**src/rtl/alu_op_sequencer.sv**
```systemverilog
// alu_op_sequencer: start/done FSM driving data_path strobes for Ra <= Rb op Rc; ALU_SEQ_MULDIV_EN adds MUL/DIV HI/LO path
module alu_op_sequencer (
  input  logic        Clock,
  input  logic        clear,
  input  logic        start,
  input  logic [4:0]  opcode,
  input  logic [3:0]  ra,
  input  logic [3:0]  rb,
  input  logic [3:0]  rc,
  output logic [15:0] Rout,
  output logic [15:0] Rin,
  output logic        Yin,
  output logic        Zlowin,
  output logic        ZHighin,
  output logic        Zlowout,
  output logic        Zhighout,
  output logic        HIin,
  output logic        LOin,
  output logic [4:0]  op,
  output logic        busy,
  output logic        done,
  output logic        err
);
  localparam logic [2:0] IDLE = 3'd0;
  localparam logic [2:0] T_Y  = 3'd1;
  localparam logic [2:0] T_OP = 3'd2;
  localparam logic [2:0] T_WB = 3'd3;
  localparam logic [2:0] ERR  = 3'd5;
`ifdef ALU_SEQ_MULDIV_EN
  localparam logic [2:0] T_WB_HI = 3'd4;
`endif
  logic [2:0] state_q, state_d;
  logic [4:0] opc_q;
  logic [3:0] ra_q, rb_q, rc_q;
  logic       unary_in, illegal_in, unary_q, md;
  assign unary_in = (opcode == 5'd17) || (opcode == 5'd18);
  assign unary_q  = (opc_q == 5'd17) || (opc_q == 5'd18);
`ifdef ALU_SEQ_MULDIV_EN
  assign illegal_in = opcode > 5'd18;
  assign md         = (opc_q == 5'd15) || (opc_q == 5'd16);
`else
  assign illegal_in = (opcode > 5'd14) && !unary_in;
  assign md         = 1'b0;
`endif
  always_comb begin
    state_d = (state_q == IDLE) ? (start ? (illegal_in ? ERR : unary_in ? T_OP : T_Y) : IDLE)
            : (state_q == T_Y)  ? T_OP
            : (state_q == T_OP) ? T_WB
`ifdef ALU_SEQ_MULDIV_EN
            : (state_q == T_WB && md) ? T_WB_HI
`endif
            : IDLE;
  end
  always_ff @(posedge Clock) begin
    if (clear) begin
      state_q <= IDLE;
      opc_q   <= '0;
      ra_q    <= '0;
      rb_q    <= '0;
      rc_q    <= '0;
    end else begin
      state_q <= state_d;
      if (state_q == IDLE && start) begin
        opc_q <= opcode;
        ra_q  <= ra;
        rb_q  <= rb;
        rc_q  <= rc;
      end
    end
  end
  assign Rout    = (state_q == T_Y)  ? (16'd1 << rb_q)
                 : (state_q == T_OP) ? (16'd1 << (unary_q ? rb_q : rc_q)) : 16'd0;
  assign Rin     = (state_q == T_WB && !md) ? (16'd1 << ra_q) : 16'd0;
  assign Yin     = state_q == T_Y;
  assign Zlowin  = state_q == T_OP;
  assign Zlowout = state_q == T_WB;
`ifdef ALU_SEQ_MULDIV_EN
  assign ZHighin  = (state_q == T_OP) && md;
  assign LOin     = (state_q == T_WB) && md;
  assign Zhighout = state_q == T_WB_HI;
  assign HIin     = state_q == T_WB_HI;
  assign done     = ((state_q == T_WB) && !md) || (state_q == T_WB_HI);
`else
  assign ZHighin  = 1'b0;
  assign LOin     = 1'b0;
  assign Zhighout = 1'b0;
  assign HIin     = 1'b0;
  assign done     = state_q == T_WB;
`endif
  assign op   = (state_q != IDLE && state_q != ERR) ? opc_q : 5'd0;
  assign busy = state_q != IDLE;
  assign err  = state_q == ERR;
endmodule

```
**config.mk**
```make
export PLATFORM = sky130hd
export DESIGN_NAME = alu_op_sequencer
export DESIGN_NICKNAME = d
export VERILOG_FILES = /design/src/rtl/alu_op_sequencer.sv
export SDC_FILE = /design/constraint.sdc
export NUM_CORES = 1
export LEC_CHECK = 0
export ABC_AREA = 0
export BUFFER_PORTS_ARGS = -buffer_cell sky130_fd_sc_hd__buf_2
export CAP_MARGIN = 40
export CORE_AREA = 8 8 72 58
export CTS_CLUSTER_DIAMETER = 40
export DETAILED_ROUTE_END_ITERATION = 12
export DIE_AREA = 0 0 80 66
export PLACE_DENSITY_LB_ADDON = 0.08
export SLEW_MARGIN = 25
export SYNTH_ARGS = -nofsm -noshare
export SYNTH_HDL_FRONTEND = slang
export SYNTH_SLANG_ARGS = --single-unit
```
**constraint.sdc**
```tcl
create_clock -name Clock -period 2.1 [get_ports Clock]
set_input_delay 0.21 -clock Clock [delete_from_list [all_inputs] [get_ports Clock]]
set_output_delay 0.21 -clock Clock [all_outputs]
set_load 0.02 [all_outputs]
```
# Word level (Yosys, flattened, before mapping)
# Cells that the tools add are included.
[totals]
reg_bits = 20
rom_bits = 0
latch_bits = 0
inputBits = 20
elab_cells = 37
mem_count = 0
mem_bits_rw = 0
out_inout_bits = 47
[op_classes]
magnitude_cmp = 1
add_sub_neg = 0
bitwise_logic = 0
div_mod_pow = 0
n_reduce_logical = 8
multipliers = 0
muxes = 11
eq_ne = 9
shifts = 3
[ops]
columns = ["cell", "n"]
rows = [
  ["16-bit 2-to-1 mux", 3],
  ["1-bit by 4-bit << shifter with 16-bit output, first input constant", 3],
  ["5-bit == test, second input constant", 4],
  ["3-bit 2-to-1 mux", 3],
  ["3-bit by 2-bit == test with 1-bit output, second input constant", 2],
  ["2-bit 2-to-1 mux", 3],
  ["5-bit by 4-bit greater-than comparator with 1-bit output, second input constant", 1],
  ["5-bit 2-to-1 mux", 1],
  ["4-bit 2-to-1 mux", 1],
  ["3-bit by 1-bit == test with 1-bit output, second input constant", 1],
  ["3-bit == test, second input constant", 1],
  ["1-bit logical AND", 3],
  ["3-bit logical NOT", 1],
  ["3-bit != test, second input constant", 1],
  ["3-bit nonzero test", 1],
  ["1-bit logical OR", 2],
  ["1-bit logical NOT", 1],
]

# Longest topological paths before layout
# Gate-level depths: netlist (run 1).
[depth]
word_depth = 7
depth_mapped = 6
mapped_depth_nobuf = 3

# Worst setup path before layout (run 1)
# Ideal clock, no wire load.
[synth_path]
path_type = "register -> output"
startpoint = "reg state_q[1]"
endpoint = "out Rout[6]"
setup_slack_ns = 0.015
path_buffers = 1
required_time_ns = 1.890
t_arrival_ns = 1.875
stages_incl_launch_ff = 5
path_cell_list = "dfxtp_1 > buf_2 > nor3b_2 > o2111ai_1 > o32ai_1"
[synth_via]
elab_chain_len = 3
word_cells_on_any_way = 4
cone_classes = "2 x eq/ne; 2 x mux"
[synth_lines]
columns = ["item", "line", "rtl"]
rows = [
  ["start: declaration", "32", "logic [2:0] state_q, state_d;"],
  ["start signal: assignment", "62", "state_q <= state_d;"],
  ["3-bit by 2-bit == test with 1-bit output", "n/a", ""],
  ["net Zlowin", "13", "output logic Zlowin,"],
  ["16-bit 2-to-1 mux", "72", ": (state_q == T_OP) ? (16'd1 << (unary_q ? rb_q : rc_q)) : 16'd0;"],
  ["16-bit 2-to-1 mux", "71", "assign Rout = (state_q == T_Y) ? (16'd1 << rb_q)"],
  ["end: declaration", "10", "output logic [15:0] Rout,"],
]
# The timed path passes the listed nets, and every way through them passes these cells.

# Worst setup path in the final report (run 1)
[layout_path]
startpoint = "reg opc_q[4]"
endpoint = "out Rout[3]"
[layout_via]
elab_chain_len = 6
word_cells_on_any_way = 7
cone_classes = "2 x eq/ne; 1 x shift; 3 x mux; 1 x reduce/logical"
[layout_lines]
columns = ["item", "line", "rtl"]
rows = [
  ["start: declaration", "33", "logic [4:0] opc_q;"],
  ["start signal: assignment", "64", "opc_q <= opcode;"],
  ["5-bit == test", "37", "assign unary_q = (opc_q == 5'd17) || (opc_q == 5'd18);"],
  ["1-bit logical OR *", "37", ""],
  ["4-bit 2-to-1 mux *", "72", ""],
  ["1-bit by 4-bit << shifter with 16-bit output *", "72", ""],
  ["16-bit 2-to-1 mux *", "72", ""],
  ["16-bit 2-to-1 mux *", "71", ""],
]
# Every way passes the cells marked *; elsewhere a longest branch is shown, timed or not.

==> results of run 1 <==
-- power groups by stage --
stage	logic [mW]	registers, mW	clock network [mW]
3_3_place_gp	0.371	0.496	0
2_1_floorplan	0.301	0.464	0
5_1_grt	0.412	0.502	0.405
3_5_place_dp	0.365	0.497	0
6_report	0.374	0.494	0.382
4_1_cts	0.372	0.492	0.389
-- cell usage after synthesis (all sizes together), types with 4 or more instances --
master	n	area share (%)
nand3	7	2.7
dfxtp	20	30
nor3	6	2.3
nand2b	4	1.9
and2	5	2.4
nor2	16	4.6
o32ai	4	2.7
buf	13	6.7
nor2b	4	1.9
inv	4	1.1
o22ai	12	5.7
o2111ai	4	2.7
a21oi	18	6.8
nand2	45	13
-- through the flow --
stage	util, %	setup WS, ns
after floorplan	-	0.0147
after global placement	51.8	0.210
after detailed placement	51.8	0.166
after CTS	54.6	-0.0189
after global routing	55.2	-0.120
final	55.2	-0.0218
-- routing by layer --
| metal | up-vias | GRT usage [%] | part of all wire [%] | wire length [um] |
|---|---|---|---|---|
| met3 | 2 | 4.08 | 8.1 | 314 |
| li1 | 765 | - | - | - |
| met4 | 0 | 2.04 | 0.39 | 15 |
| met5 | - | 0 | 0 | 0 |
| met1 | 657 | 18.3 | 48 | 1850 |
| met2 | 54 | 20.5 | 44 | 1690 |
-- final timing paths --
path / from / to / slack, ns / depth (start not counted)
worst max register to register: state_q[2] / state_q[1] / 0.52 / 3
worst min-delay path: rc[0] / rc_q[0] / 0.18 / 3
worst max-delay path: opc_q[4] / Rout[3] / -0.02 / 4
worst min register to register: opc_q[4] / opc_q[4] / 0.49 / 2
-- placed cells by master, fill, tap and decap left out, types with 2 or more instances in the layout --
master     Yosys  routed
or3b_2         3       3
o32ai_1        4       4
nand3_1        7       7
inv_1          4       4
clkbuf_8       0       3
buf_2          5      62
o22ai_1       12      12
dfxtp_1       20      17
a21oi_1       18      18
nand2b_1       4       4
and2_1         5       5
conb_1         1       4
nor2_1        16      16
nand2_1       45      45
nor3_1         6       6
buf_4          5       5
nor2b_1        4       4
o2111ai_1      4       3
xnor2_1        3       3
nor3b_1        2       2
dfxtp_2        0       3
nand3b_1       2       2
-- final cells by class --
type	count	area (um^2)	area share [%]
inverter	4	15.0	0.876
tap	40	50.0	2.92
clock buffer	3	41.3	2.41
clock inverter	1	30.0	1.75
timing repair buffer	67	348	20.3
multi-input combinational	150	826	48.2
sequential	20	404	23.6
-- timing repair --
item | in CTS | in global routing
buffers inserted | 0 | 2
gates resized for setup | 4 | 2
setup endpoints to repair | 13 | 14
-- kinds of logic (layout without fill, tap and decap cells) --
group	after synthesis	after routing	share of synthesized area [%]
simple gates	100	100	37.7
compound gates	42	42	20.2
flops	20	20	30.4
buf+inv	20	75	8.74
xor+xnor	4	4	2.66
other cells	1	4	0.285
-- worst max-delay path: cells and delay by family, from the launching register on --
family | cells | cell delay [ns]
AO/OA/AOI/OAI | 2 | 0.59
buffers and inverters | 1 | 0.18
flip-flops | 1 | 0.37
AND/OR/NAND/NOR | 1 | 0.52
-- flip-flops by register name (all words and copies together) (netlist names) --
signal   count
state_q      3
ra_q         4
rb_q         4
rc_q         4
opc_q        5
==> flow_summary.json, run 1 <==
{
  "status": "finished, violations left",
  "violations": "setup timing",
  "async_flop_share_pct": 0,
  "dieWidth_um": 80,
  "rsz0062_at_grt": "yes",
  "die_area_um2": 5280,
  "power_mw": 1.25,
  "cts_root_buffer": "clkbuf_8",
  "clock.fmax_mhz": 471,
  "areaGrowthSynthToFinish_pct": 30.2,
  "post-route-period-util_pct": 101,
  "seq_power_share_pct": 39.5,
  "drt_first_iter_violations": 98,
  "drv_slew": 0,
  "finalClockSkew_ns": 0.00588,
  "wirelength_mm": 3.87,
  "initial_core_util_pct": 42.4,
  "grt_pass1_vias": 1217,
  "grt_first_pass_wirelength_mm": 5.86,
  "n_antenna_cell": 0,
  "cts.sinks": 20,
  "grt.total_usage_pct": 13.4,
  "critPathKind": "reg -> out",
  "p_clk_share_pct": 30.6,
  "synth_edf_count": 0,
  "cts_made_buffers": 3,
  "hold_viol": 0,
  "antenna_left": 0,
  "cp_slowest_cell": "or3b_2",
  "whs_ns": 0.184,
  "io_pins": 67,
  "final-setup-viol-count": 2,
  "design_area_um2": 1710,
  "ys_ff_latch": 20,
  "drive_above_1_share_pct": 33.5,
  "syn_avg_cell_area_um2": 7.04,
  "swShare_pct": 34.2,
  "cp_cell_sequence": "or3b_2 -> o2111ai_1 -> o22ai_1 -> buf_2",
  "power_density_nw_per_um2": 730,
  "syn-cell-area_um2": 1320,
  "fin_ws_ns": -0.0218,
  "rows": 18,
  "synth_cells": 187,
  "synth-seq-area-share_pct": 30.4,
  "placed_cell_area_um2": 1610,
  "postCtsHoldBufs": 0,
  "core_area_um2": 3110,
  "fin_crit_ns": 2.12,
  "drc": 0,
  "portBuffers": 62,
  "yosysWarnings": 0,
  "synth_cell_types": 33,
  "leakage_nw": 0.762,
  "grt_max_degree": 21,
  "yosys_most_used_dff": "dfxtp_1",
  "setup_tns_ns": -0.0314,
  "clk_pin_slew_ns": 0.08,
  "nNetsFinal": 266,
  "die_y_um": 66,
  "first_pass_iters": 6,
  "dp_cells": 279,
  "comb_power_share_pct": 29.9,
  "place_hpwl_mm": 2.97,
  "power.internal_mw": 0.823,
  "vdd_drop_max_uv": 416,
  "clock_latency_ns": 0.26,
  "antenna_found_initial": 0,
  "gp_congestion": 0.912,
  "hold_path.class": "in -> reg",
  "cap_violations": 0,
  "worstSetupEndpointType": "output port",
  "via_per_inst": 5.19,
  "cp_slowest_stage_delay_ns": 0.52,
  "clock_path_buffers": 2,
  "fill_cells": 320,
  "startpoint_type": "flop",
  "cts_tree": "built",
  "avgRoutedWirePerCell_um": 13.6,
  "instances_no_fill": 285,
  "overflow": 0,
  "num_vias": 1478,
  "required_ns": 1.89,
  "critPathMaxFanout": 4,
  "p_sw_mw": 0.428,
  "htree_levels": 1,
  "worstPathArrival_ns": 1.91
}
No activity file was read; power rests on OpenSTA's default activity.
==> run 2, diff against run 1 <==
Settings changed: CORE_AREA 8 8 72 58 to 5 5 66 53, DIE_AREA 0 0 80 66 to 0 0 71 58.
Clock period 2.1 ns to 2.45 ns, I/O delays scaled along.
==> run 2 against run 1 <==
  * The run now ends clean
  * Clock power decreased by 14%
  * Clock skew is 0.0025 ns lower
  * Worst hold slack gained 0.035 ns
  * Clock-buffer cell count is the same
  * Critical endpoint is now Rout[2]
  * Largest cell class unchanged
==> flow_summary.json, run 2 (same netlist as run 1, synthesis figures left out) <==
{
  "startpoint_type": "flop",
  "status": "complete, no violations",
  "core_area_um2": 2810,
  "finalClockSkew_ns": 0.00338,
  "leakage_nw": 0.746,
  "place_hpwl_mm": 2.90,
  "fill_cells": 302,
  "grt_max_degree": 21,
  "top_register": "opc_q",
  "avgRoutedWirePerCell_um": 13.2,
  "critPathKind": "reg -> out",
  "die_y_um": 58,
  "num_vias": 1509,
  "multi_input_area_um2": 812,
  "rrSetupSlack_ns": 0.85,
  "rows": 17,
  "antenna_found_initial": 0,
  "cts_made_buffers": 3,
  "final_common_cell": "buf_2",
  "n_antenna_cell": 0,
  "clock.fmax_mhz": 449,
  "cts.sinks": 20,
  "vdd_drop_max_uv": 460,
  "register_area_um2": 400,
  "postCtsHoldBufs": 0,
  "cp_slowest_stage_delay_ns": 0.46,
  "cp_slowest_cell": "dfxtp_1",
  "wirelength_mm": 3.70,
  "final-setup-viol-count": 0,
  "grt.total_usage_pct": 18.1,
  "via_per_inst": 5.39,
  "cts_root_buffer": "clkbuf_8",
  "largest_reg_flops": 5,
  "drv_slew": 0,
  "clock_latency_ns": 0.26,
  "portBuffers": 62,
  "dieWidth_um": 71,
  "setup_tns_ns": 0,
  "clock_path_buffers": 2,
  "cts_tree": "built",
  "drive_above_1_share_pct": 30.6,
  "io_pins": 67,
  "gp_congestion": 0.974,
  "rsz0062_at_grt": "no",
  "worstPathArrival_ns": 1.98,
  "hold_viol": 0,
  "areaGrowthSynthToFinish_pct": 27.0,
  "critPathMaxFanout": 8,
  "die_area_um2": 4120,
  "antenna_left": 0,
  "cts_resized": 0,
  "final_core_util_pct": 59.5,
  "cp_cell_sequence": "nor3b_2 -> o2111ai_1 -> o32ai_1 -> buf_2",
  "grt_pass1_vias": 1370,
  "drc": 0,
  "required_ns": 2.20,
  "overflow": 0,
  "fin_crit_ns": 2.22,
  "htree_levels": 1,
  "grt_first_pass_wirelength_mm": 6.19,
  "clk_pin_slew_ns": 0.08,
  "initial_core_util_pct": 46.9,
  "hold_path.class": "in -> reg",
  "cap_violations": 0,
  "drt_first_iter_violations": 93,
  "worstSetupEndpointType": "output port",
  "first_pass_iters": 4,
  "power_density_nw_per_um2": 632,
  "nNetsFinal": 263,
  "post-route-period-util_pct": 90.8,
  "postCtsSetupRepairBufs": 0,
  "layout_common_cells": "buf_2 (62), nand2_1 (45), dfxtp_1 (20), a21oi_1 (18), nor2_1 (16)"
}
==> run 2: power by group <==
group | internal, mW | total (mW) | switching [mW]
registers | 0.361 | 0.419 | 0.0583
logic | 0.116 | 0.310 | 0.194
clock network | 0.218 | 0.327 | 0.109
==> run 2: layer usage <==
layer	share of wire [%]	global-route usage, %	vias up
met1	42	22.8	689
met2	49	31.4	59
met4	0.57	2.68	0
li1	-	-	757
met5	0	0	-
met3	8.0	5.37	4
==> run 2: final timing paths <==
check             start         end  cells after the start
max          state_q[1]     Rout[2]                      4
max reg2reg  state_q[2]  state_q[1]                      3
min               rc[0]     rc_q[0]                      3
min reg2reg    opc_q[3]    opc_q[3]                      2
==> run 2: final cells by class <==
type,instances,share of cell area [%]
clock inverters,1,1.80
multi-input cells,150,48.6
flip-flops and latches,20,24.0
inverters,4,0.898
clock buffers,3,2.47
well taps,38,2.84
repair buffers,64,19.5
==> run 2: critical path: cells and delay by family (launching register included) <==
| kind | cells | cell delay [ns] |
|---|---|---|
| AOI/OAI and AO/OA | 2 | 0.63 |
| DFF | 1 | 0.46 |
| and+or+nand+nor | 1 | 0.42 |
| buffers and inverters | 1 | 0.21 |
==> run 2: per-stage QoR <==
stage | hold slack (ns) | setup WS [ns] | area (um^2) | cells | power (mW)
floorplan | 0.381 | 0.330 | 1330 | 190 | 0.656
global placement | 0.469 | 0.643 | 1600 | 276 | 0.723
detailed placement | 0.471 | 0.537 | 1600 | 276 | 0.735
CTS | 0.217 | 0.231 | 1670 | 280 | 1.06
global route | 0.225 | 0.0316 | 1670 | 280 | 1.12
finish | 0.219 | 0.225 | 1670 | 280 | 1.06
